--- config.mk ---
export PLATFORM = sky130hd
export DESIGN_NAME = main_fsm
export DESIGN_NICKNAME = d
export VERILOG_FILES = /design/src/rtl/main_fsm_pkg.sv /design/src/rtl/main_fsm_wait.sv /design/src/rtl/main_fsm.sv
export SDC_FILE = /design/constraint.sdc
export NUM_CORES = 1
export LEC_CHECK = 0
export ABC_AREA = 0
export CAP_MARGIN = 20
export CORE_MARGIN = 4
export CORE_UTILIZATION = 49
export CTS_CLUSTER_SIZE = 30
export DETAILED_ROUTE_END_ITERATION = 10
export MAX_ROUTING_LAYER = met4
export PLACE_DENSITY = 0.8
export SYNTH_ARGS = -nofsm -noshare
export SYNTH_HDL_FRONTEND = slang
export SYNTH_SLANG_ARGS = --single-unit
--- constraint.sdc ---
create_clock -name clk -period 3.39 [get_ports clk]
set_clock_uncertainty 0.2 [all_clocks]
set_input_delay 0.678 -clock clk [delete_from_list [all_inputs] [get_ports clk]]
set_output_delay 0.678 -clock clk [all_outputs]
set_load 0.02 [all_outputs]
--- src/rtl/main_fsm_pkg.sv ---
// ============================================================================
// Module  : main_fsm_pkg
// Brief   : State, opcode and datapath-select encodings shared by main_fsm,
//           aluDeco and the datapath.
// Revision: 1.0 - initial release
// ============================================================================
`default_nettype none

package main_fsm_pkg;

    typedef enum logic [3:0] {
        S_FETCH    = 4'd0,
        S_DECODE   = 4'd1,
        S_MEMADR   = 4'd2,
        S_MEMREAD  = 4'd3,
        S_MEMWRITE = 4'd4,
        S_MEMWB    = 4'd5,
        S_EXER     = 4'd6,
        S_EXEI     = 4'd7,
        S_ALUWB    = 4'd8,
        S_BEQ      = 4'd9,
        S_JAL      = 4'd10
    } state_t;

    localparam logic [6:0] OP_LW    = 7'd3;
    localparam logic [6:0] OP_SW    = 7'd35;
    localparam logic [6:0] OP_RTYPE = 7'd51;
    localparam logic [6:0] OP_ITYPE = 7'd19;
    localparam logic [6:0] OP_BEQ   = 7'd99;
    localparam logic [6:0] OP_JAL   = 7'd111;

    localparam logic [1:0] RES_ALUOUT = 2'b00;
    localparam logic [1:0] RES_DATA   = 2'b01;
    localparam logic [1:0] RES_ALURES = 2'b10;

    localparam logic [1:0] SRCA_PC    = 2'b00;
    localparam logic [1:0] SRCA_OLDPC = 2'b01;
    localparam logic [1:0] SRCA_RS1   = 2'b10;

    localparam logic [1:0] SRCB_RS2   = 2'b00;
    localparam logic [1:0] SRCB_IMM   = 2'b01;
    localparam logic [1:0] SRCB_FOUR  = 2'b10;

    localparam logic [1:0] ALUOP_ADD   = 2'b00;
    localparam logic [1:0] ALUOP_SUB   = 2'b01;
    localparam logic [1:0] ALUOP_FUNCT = 2'b10;

    localparam logic [1:0] IMM_I = 2'b00;
    localparam logic [1:0] IMM_S = 2'b01;
    localparam logic [1:0] IMM_B = 2'b10;
    localparam logic [1:0] IMM_J = 2'b11;

endpackage

`default_nettype wire

--- src/rtl/main_fsm_wait.sv ---
// ============================================================================
// Module  : main_fsm_wait
// Brief   : 4-bit wait-state counter; done flags the final cycle of a state
//           (count == LIMIT). Clear restarts the count on a state change.
// Revision: 1.0 - initial release
// ============================================================================
`default_nettype none

module main_fsm_wait #(
    parameter int LIMIT = 1
) (
    input  logic clk,
    input  logic reset_n,
    input  logic clear,
    output logic done
);

    logic [3:0] r_count;

    assign done = (r_count == 4'(LIMIT));

    // Saturates at LIMIT so a state that never waits cannot wrap the count.
    always_ff @(posedge clk or negedge reset_n) begin
        if (!reset_n) begin
            r_count <= 4'd0;
        end else if (clear) begin
            r_count <= 4'd0;
        end else if (!done) begin
            r_count <= r_count + 4'd1;
        end
    end

endmodule

`default_nettype wire

--- src/rtl/main_fsm.sv ---
// ============================================================================
// Module  : main_fsm
// Brief   : Multicycle main controller with memory wait states, I-type ALU,
//           illegal-opcode pulse and retired counter. Macro MAIN_FSM_JAL_EN
//           enables the JAL path.
// Revision: 1.0 - initial release
// ============================================================================
`default_nettype none

module main_fsm
    import main_fsm_pkg::*;
#(
    parameter int MEM_LAT = 1,
    parameter int CNT_W   = 32
) (
    input  logic             clk,
    input  logic             reset_n,
    input  logic [6:0]       op,
    output logic             pcUpdate,
    output logic             branch,
    output logic             adrSrc,
    output logic             memWrite,
    output logic             irWrite,
    output logic [1:0]       resSrc,
    output logic [1:0]       aluSrcA,
    output logic [1:0]       aluSrcB,
    output logic [1:0]       aluOp,
    output logic [1:0]       inmSrc,
    output logic             regWrite,
    output logic             illegal,
    output logic             instrDone,
    output logic [CNT_W-1:0] retired
);

    state_t           r_state;
    state_t           w_next;
    logic             w_done;
    logic             w_pc, w_br, w_mw, w_ir, w_rw, w_ill, w_fin;
    logic [CNT_W-1:0] r_retired;

    main_fsm_wait #(
        .LIMIT   (MEM_LAT)
    ) u_wait (
        .clk     (clk),
        .reset_n (reset_n),
        .clear   (w_next != r_state),
        .done    (w_done)
    );

    always_ff @(posedge clk or negedge reset_n) begin
        if (!reset_n) begin
            r_state <= S_FETCH;
        end else begin
            r_state <= w_next;
        end
    end

    always_comb begin
        w_next  = r_state;
        w_pc    = 1'b0;
        w_br    = 1'b0;
        w_mw    = 1'b0;
        w_ir    = 1'b0;
        w_rw    = 1'b0;
        w_ill   = 1'b0;
        w_fin   = 1'b0;
        adrSrc  = 1'b0;
        resSrc  = RES_ALUOUT;
        aluSrcA = SRCA_PC;
        aluSrcB = SRCB_RS2;
        aluOp   = ALUOP_ADD;
        case (r_state)
            S_FETCH: begin
                aluSrcB = SRCB_FOUR;
                resSrc  = RES_ALURES;
                if (w_done) begin
                    w_ir   = 1'b1;
                    w_pc   = 1'b1;
                    w_next = S_DECODE;
                end
            end
            S_DECODE: begin
                aluSrcA = SRCA_OLDPC;
                aluSrcB = SRCB_IMM;
                case (op)
                    OP_LW, OP_SW: w_next = S_MEMADR;
                    OP_RTYPE:     w_next = S_EXER;
                    OP_ITYPE:     w_next = S_EXEI;
                    OP_BEQ:       w_next = S_BEQ;
`ifdef MAIN_FSM_JAL_EN
                    OP_JAL:       w_next = S_JAL;
`endif
                    default: begin
                        w_ill  = 1'b1;
                        w_next = S_FETCH;
                    end
                endcase
            end
            S_MEMADR: begin
                aluSrcA = SRCA_RS1;
                aluSrcB = SRCB_IMM;
                if (op == OP_LW)      w_next = S_MEMREAD;
                else if (op == OP_SW) w_next = S_MEMWRITE;
                else                  w_next = S_FETCH;
            end
            S_MEMREAD: begin
                adrSrc = 1'b1;
                if (w_done) w_next = S_MEMWB;
            end
            S_MEMWRITE: begin
                adrSrc = 1'b1;
                if (w_done) begin
                    w_mw   = 1'b1;
                    w_fin  = 1'b1;
                    w_next = S_FETCH;
                end
            end
            S_MEMWB: begin
                resSrc = RES_DATA;
                w_rw   = 1'b1;
                w_fin  = 1'b1;
                w_next = S_FETCH;
            end
            S_EXER: begin
                aluSrcA = SRCA_RS1;
                aluSrcB = SRCB_RS2;
                aluOp   = ALUOP_FUNCT;
                w_next  = S_ALUWB;
            end
            S_EXEI: begin
                aluSrcA = SRCA_RS1;
                aluSrcB = SRCB_IMM;
                aluOp   = ALUOP_FUNCT;
                w_next  = S_ALUWB;
            end
            S_ALUWB: begin
                resSrc = RES_ALUOUT;
                w_rw   = 1'b1;
                w_fin  = 1'b1;
                w_next = S_FETCH;
            end
            S_BEQ: begin
                aluSrcA = SRCA_RS1;
                aluSrcB = SRCB_RS2;
                aluOp   = ALUOP_SUB;
                w_br    = 1'b1;
                w_fin   = 1'b1;
                w_next  = S_FETCH;
            end
`ifdef MAIN_FSM_JAL_EN
            S_JAL: begin
                aluSrcA = SRCA_OLDPC;
                aluSrcB = SRCB_FOUR;
                w_pc    = 1'b1;
                w_next  = S_ALUWB;
            end
`endif
            default: w_next = S_FETCH;
        endcase
    end

    always_comb begin
        case (op)
            OP_LW, OP_ITYPE: inmSrc = IMM_I;
            OP_SW:           inmSrc = IMM_S;
            OP_BEQ:          inmSrc = IMM_B;
`ifdef MAIN_FSM_JAL_EN
            OP_JAL:          inmSrc = IMM_J;
`endif
            default:         inmSrc = 2'bxx;
        endcase
    end

    // Strobes are masked by reset so nothing writes while reset is held.
    assign pcUpdate  = w_pc  & reset_n;
    assign branch    = w_br  & reset_n;
    assign memWrite  = w_mw  & reset_n;
    assign irWrite   = w_ir  & reset_n;
    assign regWrite  = w_rw  & reset_n;
    assign illegal   = w_ill & reset_n;
    assign instrDone = w_fin & reset_n;

    always_ff @(posedge clk or negedge reset_n) begin
        if (!reset_n) begin
            r_retired <= '0;
        end else if (w_fin) begin
            r_retired <= r_retired + CNT_W'(1);
        end
    end

    assign retired = r_retired;

endmodule

`default_nettype wire
After elaboration in Yosys (flattened, before gate mapping)
Cells that the tools add are included.

Output and inout port bits: 50. Input port bits: 9. Register bits after elaboration: 40. Word-level logic and storage cells: 61.

Add/subtract/negate cells: 2. Bitwise logic cells: 6. Reductions and logical operators: 10. Equality and inequality tests: 17. Mux-type cells: 23.

Operators by type and width (number): adder 32 x 1 -> 32 bit (second input constant) (1); one-hot mux 4 bit (6 select lines) (1); 2-to-1 mux 4 bit (5); == test 4 x 3 -> 1 bit (second input constant) (4); one-hot mux 2 bit (2 select lines) (4); one-hot mux 4 bit (4 select lines) (1); == test 7 x 6 -> 1 bit (second input constant) (2); OR reduction 2 bit (5); == test 4 x 1 -> 1 bit (second input constant) (2); == test 4 x 2 -> 1 bit (second input constant) (2); == test 4 bit (second input constant) (2); 2-to-1 mux 1 bit (8); == test 7 x 2 -> 1 bit (second input constant) (1); == test 7 x 5 -> 1 bit (second input constant) (1); == test 7 bit (second input constant) (1); AND 1 bit (6); 2-to-1 mux 3 bit (2); one-hot mux 2 bit (3 select lines) (1); OR reduction 3 bit (2); OR reduction 5 bit (1); adder 4 x 1 -> 4 bit (second input constant) (1); zero test 4 bit (1); inequality test 4 bit (1); OR reduction 4 bit (1); 2 further kinds (2).

Longest topological paths before layout
Gate-level depths: netlist of the first run.

Word-level depth: 6. Gate-level depth with buffers: 9. Gate-level depth less buffers: 7.

Modules after synthesis
From an unflattened synthesis of the first run, not the netlist that was laid out.

Cells, all modules: 237. Area total of the unflattened synthesis: 2301.0 um^2.

By module, submodules not included: main_fsm (instances 1, area an instance 2083.2 um^2, cells each 217, seq. area each 900.9 um^2); main_fsm_wait (instances 1, area an instance 217.7 um^2, cells each 20, seq. area each 100.1 um^2).

Worst setup path before layout of the first run
No wires, ideal clock.

Path type: reg-to-output. Start point: reg u_wait.r_count[1]. End point: out instrDone. Stages on the path, launching flop included: 8. Data required time: 2512 ps. Setup slack: 729 ps. Buffers on the path: 2. Data arrival time: 1783 ps. Cells stage by stage: dfrtp_1 > inv_1 > ha_1 > or3b_1 > buf_6 > a311oi_4 > buf_6 > and2_1.

Longest elaborated chain between the ends: 4.

Ends and longest elaborated chain: from (decl) (RTL line main_fsm_wait.sv:18) `logic [3:0] r_count;`; from (signal assigned) (RTL line main_fsm_wait.sv:29) `r_count <= r_count + 4'd1;`; == test 4 x 1 -> 1 bit (RTL line main_fsm_wait.sv:20) `assign done = (r_count == 4'(LIMIT));`; 2-to-1 mux 1 bit (RTL line main_fsm.sv:112) `if (w_done) begin`; one-hot mux 1 bit (2 select lines) (RTL line main_fsm.sv:72) `case (r_state)`; AND 1 bit (RTL line main_fsm.sv:181) `assign instrDone = w_fin & reset_n;`; to (decl) (RTL line main_fsm.sv:31) `output logic instrDone,`.

No other way between the ends.

Worst setup path in the final report of the first run
Start point: in op[2]. End point: out inmSrc[0].

Longest elaborated chain between the ends: 3. Elaborated cells on any way between the ends: 6. Those cells by class: eq/ne (4); mux (1); reduce/logical (1).

Ends and longest elaborated chain: from (decl) (RTL line main_fsm.sv:18) `input logic [6:0] op,`; == test 7 x 2 -> 1 bit or == test 7 x 5 -> 1 bit (tied branches) (RTL line main_fsm.sv:163) `case (op)`; OR reduction 2 bit (RTL line main_fsm.sv:163); one-hot mux 2 bit (3 select lines) * (RTL line main_fsm.sv:163); to (decl) (RTL line main_fsm.sv:28) `output logic [1:0] inmSrc,`.

Every way passes the cells marked *; elsewhere a longest branch is shown, timed or not.

==> results of run 1 <==
power breakdown:
part           total [W]  internal (W)  switching (W)
Combinational   0.000382      0.000177       0.000204
Clock           0.000413      0.000241       0.000172
Sequential      0.000549      0.000506      0.0000429
Total            0.00134      0.000924       0.000419
per-layer routing:
metal  GRT usage (%)  up-vias  share of wire (%)
met4            4.98        0                1.5
met2            31.1       61                 49
met5               -        -                  0
met3            4.86        9                5.2
li1                -      964                  -
met1            25.6      948                 45
worst paths after layout:
kind	to	cells past startpoint
worst max-delay path	inmSrc[0]	5
worst min-delay path	r_state[0]$_DFF_PN0_	1
worst max register to register	retired[26]$_DFFE_PN0P_	8
worst min register to register	retired[31]$_DFFE_PN0P_	1
max in group asynchronous	retired[2]$_DFFE_PN0P_	2
min in group clk	retired[31]$_DFFE_PN0P_	1
final cells by class:
cell class | count | area share (%)
timing repair buffer | 67 | 20.6
clock buffer | 6 | 2.64
sequential | 40 | 32.0
clock inverter | 2 | 1.24
tap | 52 | 2.08
multi-input combinational | 179 | 39.8
inverter | 13 | 1.56
sequential cells by signal, summed over array words and instances (netlist names):
register / cells
u_wait.r_count: 4
retired: 32
r_state: 4
kinds of logic (layout without fill, tap and decap cells):
logic type / count (synthesis) / count (layout) / synth area share [%]
flops: 40 / 40 / 42.4
xor+xnor: 35 / 35 / 13.0
simple gates: 114 / 114 / 29.1
buf+inv: 23 / 88 / 5.04
fa+ha+maj: 3 / 3 / 1.59
compound gates: 24 / 24 / 7.58
mux: 3 / 3 / 1.33
cells in the mapped netlist (all sizes together) (2+ instances only):
cell type	n
a21oi	8
a22oi	2
a32o	2
and2	5
and3	5
and4	2
buf	7
clkbuf	3
dfrtp	40
ha	3
inv	13
mux2i	2
nand2	20
nand2b	3
nand3	14
nand4	6
nor2	22
nor2b	2
nor3	20
nor3b	2
nor4	7
o21ai	2
o22ai	3
or2	2
xnor2	15
xor2	20
through the flow:
stage | util (%) | instances
floorplan | - | 242
global placement | 66.6 | 351
detailed placement | 66.6 | 351
CTS | 69.3 | 359
global route | 69.4 | 359
finish | 69.4 | 359
repair_timing:
action,in CTS,in global routing
hold endpoints to repair,0,0
gates resized for setup,0,2
setup endpoints to repair,0,3
==> results by group, run 1 <==
STA
  • Peak Freq: 0.308 GHz
  • RSZ-0062 raised after global routing: no
  • Slack of the critical path: 0.146 ns
  • Min Hold Slack: 0.0187 ns
  • Slew Limit Fails: 0
  • Period utilization: 95.7%
  • Final hold violation count: 0
  • Slew HR: 59.8%
  • Setup tns final: 0 ns
  • Slew @ Worst Pin: 0.597 ns
  • Min Tclk post-route: 3.24 ns
  • Final Setup Violations: 0

Cells and area
  • Layout cells sized above 1: 12.7%
  • Commonest non-fill, non-tap cell in the layout: clkdlybuf4s50_1
  • Storage cell area: 1000 um2
  • Synthesis-to-finish area growth: 32.6%
  • NumNets Final: 318
  • Multi-input gate area: 1250 um2
  • Inserted Diodes: 0
  • Highest-count cells in the layout ignoring fill and taps: clkdlybuf4s50_1 (56), dfrtp_1 (40), nor2_1 (22)
  • Final Cell Area: 3130 um2
  • Fill cells: 351

Critical path
  • Critical Path RT: 2.51 ns
  • Crit path max fanout: 4
  • Top delay family on crit path: buffers and inverters
  • Worst path cell trace: clkdlybuf4s50_1 -> nand4bb_1 -> nor2_1 -> and2_1 -> clkdlybuf4s50_1
  • Slowest CP cell: clkdlybuf4s50_1
  • Setup crit start: op[2]
  • Crit path DAT: 2.37 ns
  • Reg-to-reg critical path startpoint: u_wait.r_count[1]$_DFFE_PN0P_
  • Critical path's most frequent cell: clkdlybuf4s50_1
  • Worst Path Buf+Inv: 2
  • Critical path capture point type: output pin
  • Crit Path Class: in2out
  • Worst R2R Setup Slack: 0.60 ns
  • Startpoint type of the worst setup path: input pin
  • Crit path largest cell delay: 0.59 ns

Synth
  • Number of library cell types mapped by synthesis: 47
  • Avg Inst Size Synth: 9.75 um2
  • Cells after synthesis: 242
  • Cell taking the most area after synthesis: dfrtp_1
  • Main synth FF type: dfrtp_1
  • Ys async rst share: 100%
  • Post-synthesis sequential area ratio: 42.4%
  • Synthesis-stage register bit count: 40
  • Syn nets: 254
  • Ys Warns: 0
  • Post-synth top area share: 42.4%
  • Post-synth EDFFs: 0
  • Mapped Area: 2360 um2
  • Ranking of synthesized cells by area: dfrtp_1 (42%), xor2_1 (7.4%), xnor2_1 (5.6%), nor2_1 (3.5%), nand2_1 (3.2%)

Floorplanning
  • Overall die width: 77.4 um
  • Rows: 24
  • Floorplan die height: 77.4 um
  • Initial core utilization: 52.4%
  • IO Pins: 59
  • Core region area: 4500 um2
  • Die ar.: 5990 um2

Global route
  • Pin count of the biggest net entering global routing: 23
  • Global-route usage over all layers: 19.7%
  • Antenna violations before repair: 0
  • First-pass GRT wire length: 9.34 mm
  • Grt total ovfl: 0
  • Number of global-route vias before repair: 1,947

Placement
  • Gpl congestion: 0.887
  • Pre-CTS setup slack: 0.104 ns
  • Placed Area: 3000 um2
  • DP Wirelength: 4.02 mm
  • PortBufs: 58

Routing
  • Initial DRC count: 205
  • Vias: 1,982
  • Vias per cell: 5.52
  • DRT Pass-1 Iters: 4
  • Drt wl/cell: 15.0 um
  • Routed Antenna Nets: 0
  • Drt drc: 0
  • Detailed Route WL: 5.40 mm

Power
  • Cell Pwr Density: 430 nW/um2
  • Maximum VDD drop: 231 uV
  • Total power: 0.00134 W
  • Pleak: 1.41 nW

Run
  • Max-cap violation count: 0

Clock tree
  • Cts bufs inserted: 5
  • H-Tree Depth: 2
  • TritonCTS clock tree: yes
  • Post-CTS Hold Buffers: 0
  • CTS root buf: clkbuf_8
  • Clk_lat worst skew: 0.30 ns
  • Deepest clock path buffer count: 2
  • Clock-pin slew on the worst setup and hold paths: 0.07 ns
  • CTS Sinks: 40
  • Post-CTS Setup Repair Bufs: 0

Hold path
  • Min-delay worst type: in2async

Outcome
  • Status: finished, final reports clean
No activity file was read; power rests on OpenSTA's default activity.
==> run 2, diff against run 1 <==
--- a/config.mk
+++ b/config.mk
@@ -11,7 +11,6 @@
 export CORE_UTILIZATION = 49
 export CTS_CLUSTER_SIZE = 30
 export DETAILED_ROUTE_END_ITERATION = 10
-export MAX_ROUTING_LAYER = met4
 export PLACE_DENSITY = 0.8
 export SYNTH_ARGS = -nofsm -noshare
 export SYNTH_HDL_FRONTEND = slang
==> run 2 against run 1 <==
Against the previous run: combinational power is essentially flat; core utilization is the same; wire length grew 0.61%; sequential power is essentially flat; power grew 0.11%; clock power is essentially flat; critical endpoint unchanged; largest power group unchanged; highest routed layer unchanged.
==> results by group, run 2 (synthesis gave the netlist of run 1 again) <==
Cells and area
  • Max FFs per register: 32
  • Fin util: 69.4%
  • Inserted Diodes: 0
  • NumNets Final: 318
  • Highest-count cells in the layout ignoring fill and taps: clkdlybuf4s50_1 (56), dfrtp_1 (40), nor2_1 (22)
  • Layout cells sized above 1: 12.7%
  • Synthesis-to-finish area growth: 32.6%
  • Commonest non-fill, non-tap cell in the layout: clkdlybuf4s50_1

Clock tree
  • Deepest clock path buffer count: 2
  • Post-CTS Setup Repair Bufs: 0
  • CTS root buf: clkbuf_8
  • TritonCTS clock tree: yes
  • CTS Sinks: 40
  • Post-CTS Hold Buffers: 0
  • H-Tree Depth: 2
  • Cts bufs inserted: 5
  • Clk_lat worst skew: 0.30 ns
  • Clock-pin slew on the worst setup and hold paths: 0.07 ns

Power
  • Pleak: 1.41 nW
  • Cell Pwr Density: 430 nW/um2
  • Maximum VDD drop: 232 uV

Global route
  • Number of global-route vias before repair: 1,947
  • Antenna violations before repair: 0
  • Global-route usage over all layers: 19.1%
  • First-pass GRT wire length: 9.34 mm
  • Grt total ovfl: 0
  • Pin count of the biggest net entering global routing: 23

STA
  • Setup tns final: 0 ns
  • Slew HR: 58.8%
  • Period utilization: 95.9%
  • Min Tclk post-route: 3.25 ns
  • Slew @ Worst Pin: 0.612 ns
  • Final hold violation count: 0
  • RSZ-0062 raised after global routing: no
  • Peak Freq: 0.308 GHz
  • Slew Limit Fails: 0
  • Min Hold Slack: 0.0187 ns
  • Final Setup Violations: 0

Placement
  • PortBufs: 58
  • Gpl congestion: 0.872
  • DP Wirelength: 4.02 mm

Floorplanning
  • IO Pins: 59
  • Initial core utilization: 52.4%
  • Floorplan die height: 77.4 um
  • Rows: 24
  • Overall die width: 77.4 um
  • Die ar.: 5990 um2
  • Core region area: 4500 um2

Hold path
  • Min-delay worst type: in2async

Routing
  • Drt drc: 0
  • Vias per cell: 5.55
  • DRT Pass-1 Iters: 4
  • Vias: 1,994
  • Detailed Route WL: 5.43 mm
  • Initial DRC count: 208
  • Drt wl/cell: 15.1 um
  • Routed Antenna Nets: 0

Critical path
  • Crit path DAT: 2.37 ns
  • Critical path capture point type: output pin
  • Critical Path RT: 2.51 ns
  • Startpoint type of the worst setup path: input pin
  • Crit Path Class: in2out
  • Crit path max fanout: 4

Run
  • Max-cap violation count: 0

Outcome
  • Status: finished, final reports clean
==> run 2: path summary, 6_finish.rpt <==
| kind | start | endpoint | slack, ns | depth (start not counted) |
|---|---|---|---|---|
| hold reg to reg | retired[31]$_DFFE_PN0P_ | retired[31]$_DFFE_PN0P_ | 0.29 | 1 |
| hold / removal | reset_n | r_state[0]$_DFF_PN0_ | 0.02 | 1 |
| setup / recovery | op[2] | inmSrc[0] | 0.14 | 5 |
| max in group asynchronous | reset_n | retired[2]$_DFFE_PN0P_ | 2.45 | 2 |
| min in group clk | retired[31]$_DFFE_PN0P_ | retired[31]$_DFFE_PN0P_ | 0.29 | 1 |
| setup reg to reg | u_wait.r_count[1]$_DFFE_PN0P_ | retired[26]$_DFFE_PN0P_ | 0.59 | 8 |
==> run 2: final cells by class <==
class	count	area (um2)
Inverter	13	48.8
Sequential cell	40	1000
Timing Repair Buffer	67	646
Tap cell	52	65.1
Clock inverter	2	38.8
Multi-Input combinational cell	179	1250
Fill cell	351	1380
Clock buffer	6	82.6
==> run 2: metal layers <==
metal	share of wire [%]	GRT usage, %
met5	0	0
met4	1.5	4.98
met3	5.9	5.21
met2	48	31.1
met1	44	25.3
==> run 2: worst max-delay path, cell delays in order <==
cell	delay, ns
clkdlybuf4s50_1	0.43
nand4bb_1	0.23
nor2_1	0.27
and2_1	0.17
clkdlybuf4s50_1	0.59
==> run 2: through the flow <==
stage / instances / area, um2 / power (W) / setup slack, ns
floorplan: 242 / 2360 / 0.000800 / 0.729
global placement: 351 / 3000 / 0.000931 / 0.129
detailed placement: 351 / 3000 / 0.000936 / 0.104
CTS: 359 / 3120 / 0.00135 / 0.0623
global route: 359 / 3130 / 0.00142 / 0.0480
finish: 359 / 3130 / 0.00135 / 0.140
==> run 2: timing repair <==
action / CTS / global route
gates resized for setup: 0 / 2
hold endpoints to repair: 0 / 0
endpoints found under the setup margin: 0 / 3
==> run 2: where the power goes <==
part	total [W]	leakage (nW)	internal, W	switching (W)
sequential	0.000549	0.554	0.000506	0.0000430
combinational	0.000383	0.794	0.000177	0.000206
clock	0.000413	0.0614	0.000241	0.000172
==> run 3, diff against run 2 <==
--- a/config.mk
+++ b/config.mk
@@ -14,4 +14,5 @@
 export PLACE_DENSITY = 0.8
 export SYNTH_ARGS = -nofsm -noshare
 export SYNTH_HDL_FRONTEND = slang
+export SYNTH_HIERARCHICAL = 1
 export SYNTH_SLANG_ARGS = --single-unit
==> run 3 against run 2 <==
Against the previous run: synthesized cell count down 2.1%; non-clock buffer count down 4; final cell count down 2.2%; critical path type unchanged; largest power group unchanged.
==> results by group, run 3 <==
STA
  • Min Tclk post-route: 3.21 ns
  • Final hold violation count: 0
  • Setup tns final: 0 ns
  • Period utilization: 94.8%
  • Slack of the critical path: 0.177 ns
  • RSZ-0062 raised after global routing: no
  • Slew @ Worst Pin: 0.587 ns
  • Peak Freq: 0.311 GHz
  • Final Setup Violations: 0
  • Slew HR: 60.5%
  • Slew Limit Fails: 0

Critical path
  • Setup crit start: op[2]
  • Reg-to-reg critical path startpoint: u_wait/r_count[1]$_DFFE_PN0P_
  • Crit path DAT: 2.34 ns
  • Critical path capture point type: output pin
  • Crit path max fanout: 6
  • Worst Path Buf+Inv: 2
  • Top delay family on crit path: buffers and inverters
  • Critical path's most frequent cell: clkdlybuf4s50_1
  • Worst path cell trace: clkdlybuf4s50_1 -> and4bb_2 -> nand2b_1 -> nor2_1 -> clkdlybuf4s50_1
  • Startpoint type of the worst setup path: input pin
  • Crit Path Class: in2out
  • Crit path largest cell delay: 0.62 ns
  • Critical Path RT: 2.51 ns
  • Slowest CP cell: clkdlybuf4s50_1

Routing
  • Vias: 1,891
  • Initial DRC count: 127
  • Vias per cell: 5.39
  • Drt wl/cell: 14.1 um
  • Met2 Routed Length: 2.46 mm
  • Met3 routed WL: 200 um
  • Top Metal Used: met4
  • DRT Pass-1 Iters: 4
  • M1 WL: 2.23 mm
  • Drt drc: 0
  • Routed Antenna Nets: 0
  • Detailed Route WL: 4.94 mm

Clock tree
  • H-Tree Depth: 2
  • Deepest clock path buffer count: 2
  • Clock-pin slew on the worst setup and hold paths: 0.07 ns
  • Cts bufs inserted: 5
  • PostCTS Resize Cnt: 0
  • CTS Sinks: 40
  • Post-CTS Hold Buffers: 0
  • Clk_lat worst skew: 0.29 ns
  • TritonCTS clock tree: yes
  • Post-CTS Setup Repair Bufs: 0
  • CTS root buf: clkbuf_8

Cells and area
  • Synthesis-to-finish area growth: 32.8%
  • Highest-count cells in the layout ignoring fill and taps: clkdlybuf4s50_1 (57), dfrtp_1 (40), nor2_1 (25)
  • Max FFs per register: 32
  • Layout cells sized above 1: 11.0%
  • NumNets Final: 310
  • Commonest non-fill, non-tap cell in the layout: clkdlybuf4s50_1
  • Final Cell Area: 3060 um2
  • Fill cells: 355
  • Storage cell area: 1000 um2
  • Multi-input gate area: 1220 um2
  • Inserted Diodes: 0

Synth
  • Ys Warns: 6
  • Main synth FF type: dfrtp_1
  • Synthesis-stage register bit count: 40
  • Syn nets: 249
  • Cell taking the most area after synthesis: dfrtp_1
  • Post-synthesis sequential area ratio: 43.5%
  • Ranking of synthesized cells by area: dfrtp_1 (44%), xor2_1 (6.9%), xnor2_1 (6.1%), nor2_1 (4.1%), nand2_1 (3.1%)
  • Avg Inst Size Synth: 9.71 um2
  • Post-synth top area share: 43.5%
  • Cell with the most instances after synthesis: dfrtp_1
  • Ys async rst share: 100%
  • Number of library cell types mapped by synthesis: 49
  • Post-synth EDFFs: 0
  • Cells after synthesis: 237
  • Synth cell count leaders: dfrtp_1 (40), nor2_1 (25), nand2_1 (19)
  • Mapped Area: 2300 um2

Floorplanning
  • Rows: 24
  • IO Pins: 59
  • Overall die width: 76.5 um
  • Initial core utilization: 51.8%
  • Die ar.: 5860 um2
  • Core region area: 4440 um2
  • Floorplan die height: 76.5 um

Outcome
  • Status: finished, final reports clean

Run
  • Max-cap violation count: 0

Power
  • Register share of total power: 41.5%
  • Sw Pwr: 0.000393 W
  • Logic pwr share: 27.3%
  • Pleak: 1.35 nW
  • Switch share: 29.5%
  • Clock share of power: 31.2%
  • Cell Pwr Density: 436 nW/um2
  • Int Pwr: 0.000939 W
  • Maximum VDD drop: 263 uV

Placement
  • Placed Area: 2930 um2
  • DP Wirelength: 3.77 mm
  • Gpl congestion: 0.799
  • PortBufs: 58
  • Pre-CTS setup slack: 0.199 ns

Global route
  • Number of global-route vias before repair: 1,873
  • Global-route usage over all layers: 17.7%
  • Pin count of the biggest net entering global routing: 20
  • Grt total ovfl: 0
  • Antenna violations before repair: 0
  • First-pass GRT wire length: 8.62 mm

Hold path
  • Min-delay worst type: in2async
[run 3: final timing paths]
check	to	slack, ns	cells after the start
max	inmSrc[0]	0.18	5
min	r_state[1]$_DFF_PN0_	0.06	1
max reg2reg	retired[8]$_DFFE_PN0P_	0.99	8
min reg2reg	retired[31]$_DFFE_PN0P_	0.27	1
max in group asynchronous	retired[28]$_DFFE_PN0P_	2.41	2
min in group clk	retired[31]$_DFFE_PN0P_	0.27	1
[run 3: worst reg2reg max path: stages, from the launching register on]
cell and delay, ns:
dfrtp_1 0.41, inv_1 0.06, ha_1 0.16, nor3b_4 0.21
nor2_1 0.09, o21a_1 0.23, nor4_4 0.56, and3_1 0.25
xor2_1 0.15
[run 3: layer usage]
metal,GRT usage [%],vias up
li1,-,929
met5,0,-
met2,30.2,46
met3,3.55,5
met4,5.25,0
met1,22.6,911
[run 3: cells by family after synthesis]
family	after synthesis	share of synthesized area, %
compound gates	22	6.63
xor+xnor	34	12.9
fa+ha+maj	3	1.63
buf+inv	16	3.32
flops	40	43.5
mux	2	0.924
simple gates	120	31.1
[run 3: per-stage QoR]
step | utilization (%) | power (W) | hold slack [ns] | std cells
floorplan | - | 0.000800 | 0.182 | 237
global placement | 65.9 | 0.000920 | 0.256 | 343
detailed placement | 65.9 | 0.000929 | 0.260 | 343
CTS | 68.8 | 0.00134 | 0.0596 | 351
global route | 68.8 | 0.00141 | 0.0644 | 351
finish | 68.8 | 0.00133 | 0.0554 | 351
[run 3: cell type report]
class | instances | area share, %
multi-input cells | 181 | 40.0
flip-flops and latches | 40 | 32.8
repair buffers | 63 | 20.1
clock buffers | 7 | 3.15
well taps | 52 | 2.13
clock inverters | 1 | 0.983
inverters | 7 | 0.860
[run 3: power groups by stage]
| stage | Sequential (W) | Clock, W | Combinational [W] |
|---|---|---|---|
| 4_1_cts | 0.000553 | 0.000422 | 0.000367 |
| 3_3_place_gp | 0.000561 | 0 | 0.000360 |
| 5_1_grt | 0.000561 | 0.000447 | 0.000406 |
| 3_5_place_dp | 0.000563 | 0 | 0.000367 |
| 2_1_floorplan | 0.000546 | 0 | 0.000253 |
| 6_report | 0.000552 | 0.000416 | 0.000363 |
==> RTL edit 1, RTL diff (settings of run 3) <==
Register the input `op` before use, without a reset. The logic sees it one clock later.
--- a/src/rtl/main_fsm.sv
+++ b/src/rtl/main_fsm.sv
@@ -33,4 +33,10 @@
 );
 
+    logic [6:0] op_q;
+
+    always_ff @(posedge clk) begin
+        op_q <= op;
+    end
+
     state_t           r_state;
     state_t           w_next;
@@ -83,5 +89,5 @@
                 aluSrcA = SRCA_OLDPC;
                 aluSrcB = SRCB_IMM;
-                case (op)
+                case (op_q)
                     OP_LW, OP_SW: w_next = S_MEMADR;
                     OP_RTYPE:     w_next = S_EXER;
@@ -100,6 +106,6 @@
                 aluSrcA = SRCA_RS1;
                 aluSrcB = SRCB_IMM;
-                if (op == OP_LW)      w_next = S_MEMREAD;
-                else if (op == OP_SW) w_next = S_MEMWRITE;
+                if (op_q == OP_LW)      w_next = S_MEMREAD;
+                else if (op_q == OP_SW) w_next = S_MEMWRITE;
                 else                  w_next = S_FETCH;
             end
@@ -161,5 +167,5 @@
 
     always_comb begin
-        case (op)
+        case (op_q)
             OP_LW, OP_ITYPE: inmSrc = IMM_I;
             OP_SW:           inmSrc = IMM_S;
Formal check against the unedited RTL: not equivalent (Yosys sat finds a counterexample within 4 cycles, from zero or initial values and one cycle with reset_n low).
==> RTL edit 1 against run 3 <==
  * Via count grew 2.7%
  * First-iteration DRC count decreased by 44%
  * Cell count is 2.0% higher
  * Die area increased by 2.5%
  * Sequential cell count increased by 7
  * Power up 1.2%
  * Design area up 1.8%
  * Register-to-register slack got worse by 0.29 ns
  * Area after synthesis grew 2.8%
  * Global-route usage is essentially flat
  * Routed wire length down 0.20%
  * Largest power group unchanged
  * Non-clock buffer count grew 2
  * Setup slack improved by 0.043 ns
  * Largest cell class unchanged
==> RTL edit 1: results (changes against run 3) <==
stage;metric;value;unit;change
placement;PortBufs;58;;unchanged
power;static leakage;1.35;nW;about the same
worst_setup_path;Worst Path Max Fanout;4;;-2
cells_and_area;filler instances;400;;+13%
power;Net Sw Frac;29.8;%;+0.34 points
detailed_routing;drt initial violations;71;;-44%
power;Peak VDD IR;0.332;mV;+26%
run_status;status;finished, final reports clean;;
worst_setup_path;crit path capture;instrDone;;
placement;Cell Area, Placed;3010;um2;+2.8%
worst_setup_path;Reg2Reg Depth;9;;+1
clocking;CTS sink cnt;47;;+18%
global_route;largest net degree at the start of global routing;24;;+20%
synthesis;Post-synth top cells;dfrtp_1 (40), nor2_1 (31), nand2_1 (22);;
placement;hpwl dp;3720;um;-1.2%
worst_setup_path;Critical R2R Capture;u_wait/r_count[1];;
timing;relative slew slack;65.3;%;+4.8 points
cells_and_area;Nets;315;;+1.6%
detailed_routing;Vias per Instance;5.42;;+0.69%
synthesis;ys async rst share;85.1;%;-15 points
synthesis;largest cells by area after synthesis;dfrtp_1 (42%), xnor2_1 (7.0%), dfxtp_1 (5.9%);;
worst_setup_path;arrival time worst endpoint;2.29;ns;-0.05 ns
worst_setup_path;Critical Path Source;u_wait/r_count[1];;
worst_setup_path;Critical R2R Launch;u_wait/r_count[0];;
detailed_routing;drt pass-1 iters;5;;+1
global_route;global-route wire length before repair;8790;um;+2.0%
placement;placed cell count;350;;+2.0%
worst_setup_path;reg2reg setup slack;0.70;ns;-0.29 ns
synthesis;Seq/Total Area, Yosys;48.3;%;+4.8 points
synthesis;Netlist cell types;43;;-12%
detailed_routing;vias;1942;;+2.7%
placement;Final Wtd Congestion;0.844;;+5.6%
global_route;GR Util All Layers;17.7;%;about the same
cells_and_area;share of cells above drive strength 1;6.91;%;-4.1 points
synthesis;Synth Net Count;253;;+1.6%
detailed_routing;WL/cell;13.8;um;-2.2%
## RTL edit 1: changes by cell type after synthesis, moves of 3 or more
cell / change
dfxtp_1: +7
nor2_1: +6
inv_1: -5
nor3_2: -4
nand2_1: +3
nand4_1: +3
xnor2_1: +3
## RTL edit 1: final cells by class
cell class | instances | area, um2 | area share [%]
inverters | 2 | 7.51 | 0.241
clock buffers | 8 | 101 | 3.26
flip-flops and latches | 47 | 1140 | 36.7
repair buffers | 65 | 628 | 20.2
multi-input cells | 182 | 1170 | 37.5
well taps | 54 | 67.6 | 2.17
## RTL edit 1: power by group through the flow
stage,Combinational (W),Sequential [W],Clock [W]
after CTS,0.000356,0.000629,0.000381
after detailed placement,0.000351,0.000640,0
after floorplan,0.000222,0.000635,0
after global routing,0.000391,0.000635,0.000403
final,0.000353,0.000629,0.000365
after global placement,0.000345,0.000637,0
## RTL edit 1: worst min path at each step
stage,startpoint,slack [ns],depth (start not counted),end
6_report,reset_n,0.07,1,retired[3]
5_1_grt,reset_n,0.09,1,retired[3]
4_1_cts,reset_n,0.08,1,u_wait/r_count[2]
3_5_place_dp,retired[24],0.29,1,retired[24]
3_3_place_gp,retired[31],0.26,1,retired[31]
2_1_floorplan,reset_n,0.18,0,r_state[0]
## RTL edit 1: kinds of logic after synthesis
| family | Yosys count | synth area share (%) |
|---|---|---|
| buffers and inverters | 12 | 2.43 |
| adders and majority gates | 3 | 1.59 |
| and+or+nand+nor | 121 | 27.8 |
| muxes | 1 | 0.476 |
| AOI/OAI and AO/OA | 22 | 6.46 |
| DFF | 47 | 48.3 |
| xor gates and xnor gates | 35 | 13.0 |
## RTL edit 1: metrics by stage
step,util (%),setup WS [ns],total power (W),hold slack [ns]
4_1_cts,66.3,0.210,0.00137,0.0752
2_1_floorplan,-,0.510,0.000857,0.182
3_3_place_gp,64.2,0.580,0.000981,0.263
3_5_place_dp,64.2,0.560,0.000990,0.286
6_report,66.3,0.220,0.00135,0.0740
5_1_grt,66.3,0.0724,0.00143,0.0874
## RTL edit 1: per-layer routing
metal | global-route usage, % | up-vias | wire length, um
met1 | 23.4 | 943 | 2260
met5 | 0 | - | 0
li1 | - | 949 | -
met4 | 4.27 | 0 | 31
met2 | 29.4 | 48 | 2420
met3 | 4.18 | 2 | 220
## RTL edit 1: critical path: stages, from the launching register on
cell	delay (ns)
dfrtp_1	0.42
inv_1	0.07
ha_1	0.16
nor3b_4	0.21
nor2_1	0.08
o21a_1	0.19
nor2_1	0.11
and2_1	0.16
clkdlybuf4s50_1	0.61
==> RTL edit 2, RTL diff (config.mk and constraints of run 3) <==
Made on the original files. The option `MAIN_FSM_JAL_EN` is turned on by a define.
--- a/src/rtl/main_fsm.sv
+++ b/src/rtl/main_fsm.sv
@@ -7,4 +7,6 @@
 // ============================================================================
 `default_nettype none
+
+`define MAIN_FSM_JAL_EN
 
 module main_fsm
Function: changed (Yosys sat finds a counterexample within 4 cycles, from zero or initial values and one cycle with reset_n low).
==> RTL edit 2 against run 3 <==
  * Area after synthesis up 2.6%
  * Non-clock buffer count increased by 4
  * Power up 14%
  * Global-route usage rose by 2.0 points
  * Via count is 11% higher
  * Critical path depth did not move
  * Design area is 1.9% higher
  * Core utilization is 0.36 points higher
  * Cell count is 4.8% higher
  * Setup slack got worse by 0.048 ns
  * Routed wire length increased by 13%
  * Sequential cell count is the same
  * Count of clock-buffer cells in the layout is 1 lower
  * Sequential power rose by 6.2%
==> RTL edit 2: results (changes against run 3) <==
stage;metric;value;unit;change
run_status;status;finished, final reports clean;;
synthesis;Post-synth top cells;dfrtp_1 (40), nand2_1 (26), nor2_1 (26);;
global_route;GR Layer Usage met3;4.51;%;+0.97 points
clocking;CTS Buf Count;5;;unchanged
cells_and_area;Nets;327;;+5.5%
timing;Slew @ Worst Pin;0.706;ns;+0.119 ns
power;static leakage;1.38;nW;+2.2%
power;Comb. pwr;0.000611;W;+68%
global_route;largest net degree at the start of global routing;33;;+65%
placement;Final Wtd Congestion;0.892;;+12%
detailed_routing;Met2 Wirelength;2750;um;+12%
synthesis;Seq/Total Area, Yosys;42.4;%;-1.1 points
global_route;initial antenna violation count;0;;unchanged
global_route;vias in the first global route;2045;;+9.2%
global_route;GR Util All Layers;19.7;%;+2.0 points
power;Clock group;0.000320;W;-23%
detailed_routing;DR WL met3;224;um;+12%
placement;hpwl dp;4120;um;+9.5%
synthesis;ys async rst share;100;%;unchanged
detailed_routing;drt pass-1 iters;4;;unchanged
cells_and_area;diode count;0;;unchanged
power;Power Internal;0.000962;W;+2.5%
detailed_routing;vias;2095;;+11%
global_route;global-route wire length before repair;9670;um;+12%
cells_and_area;max reg flops;32;;unchanged
synthesis;Netlist cell types;46;;-6.1%
worst_setup_path;Worst Path Max Fanout;5;;-1
power;power share of the combinational group;40.3;%;+13 points
worst_setup_path;arrival time worst endpoint;2.38;ns;+0.04 ns
worst_setup_path;CP max stage delay;0.59;ns;-0.03 ns
global_route;GR Util met1;26.5;%;+3.9 points
placement;Cell Area, Placed;3000;um2;+2.4%
worst_setup_path;slowest CP cell;clkdlybuf4s50_1;;
cells_and_area;share of cells above drive strength 1;10.8;%;-0.28 points
clocking;clk slew on worst S/H paths;0.08;ns;
synthesis;Yosys Warn Count;6;;unchanged
cells_and_area;filler instances;383;;+7.9%
clocking;Max Root-Sink Buffers;2;;unchanged
detailed_routing;M1 WL;2540;um;+14%
synthesis;largest cells by area after synthesis;dfrtp_1 (42%), xor2_1 (7.1%), xnor2_1 (5.9%);;
detailed_routing;final WL;5580;um;+13%
worst_hold_path;Hold Crit Class;input pin to asynchronous set/reset pin;;
detailed_routing;drt initial violations;85;;-33%
synthesis;Synth Net Count;263;;+5.6%
power;Peak VDD IR;0.267;mV;+1.9%
worst_setup_path;Top Family by Delay on Critical Path;buffers and inverters;;
global_route;met2 Use GR;31.7;%;+1.5 points
==> RTL edit 2: area by class of cell <==
cell class	count	area (um2)	share of cell area [%]
Multi-Input combinational cell	194	1280	41.1
Sequential cell	40	1000	32.2
Tap cell	52	65.1	2.09
Inverter	7	26.3	0.844
Clock inverter	2	10.0	0.322
Clock buffer	6	82.6	2.65
Timing Repair Buffer	67	648	20.8
==> RTL edit 2: repair_timing <==
action / 4_1_cts / 5_1_grt
resized for setup: 0 / 2
setup buffers: 2 / 0
setup endpoints to repair: 1 / 2
cloned: 0 / 0
hold buffers: 0 / 0
==> RTL edit 2: through the flow <==
step	util, %	hold slack (ns)	instances	worst slack, ns
final	69.1	0.232	368	0.129
after global placement	66.6	0.255	358	0.107
after floorplan	-	0.182	251	0.443
after detailed placement	66.6	0.266	358	0.111
after global routing	69.1	0.246	368	0.0409
after CTS	69.0	0.236	368	0.0794
==> RTL edit 2: worst paths after layout <==
check                                   from           to  slack, ns  cells after the start
min reg2reg                      retired[31]  retired[31]       0.29                      1
min in group clk                 retired[31]  retired[31]       0.29                      1
max in group asynchronous            reset_n   retired[7]       2.35                      2
max reg2reg                u_wait/r_count[1]  retired[27]       0.55                      9
min                                  reset_n   r_state[1]       0.23                      2
max                                    op[4]    inmSrc[1]       0.13                      5
==> RTL edit 2: cells by family after synthesis <==
logic type | after synthesis | share of synthesized area (%)
and+or+nand+nor | 129 | 31.5
DFF | 40 | 42.4
xor gates and xnor gates | 35 | 13.0
AOI/OAI and AO/OA | 23 | 6.36
buffers and inverters | 17 | 3.34
muxes | 4 | 1.80
adders and majority gates | 3 | 1.59
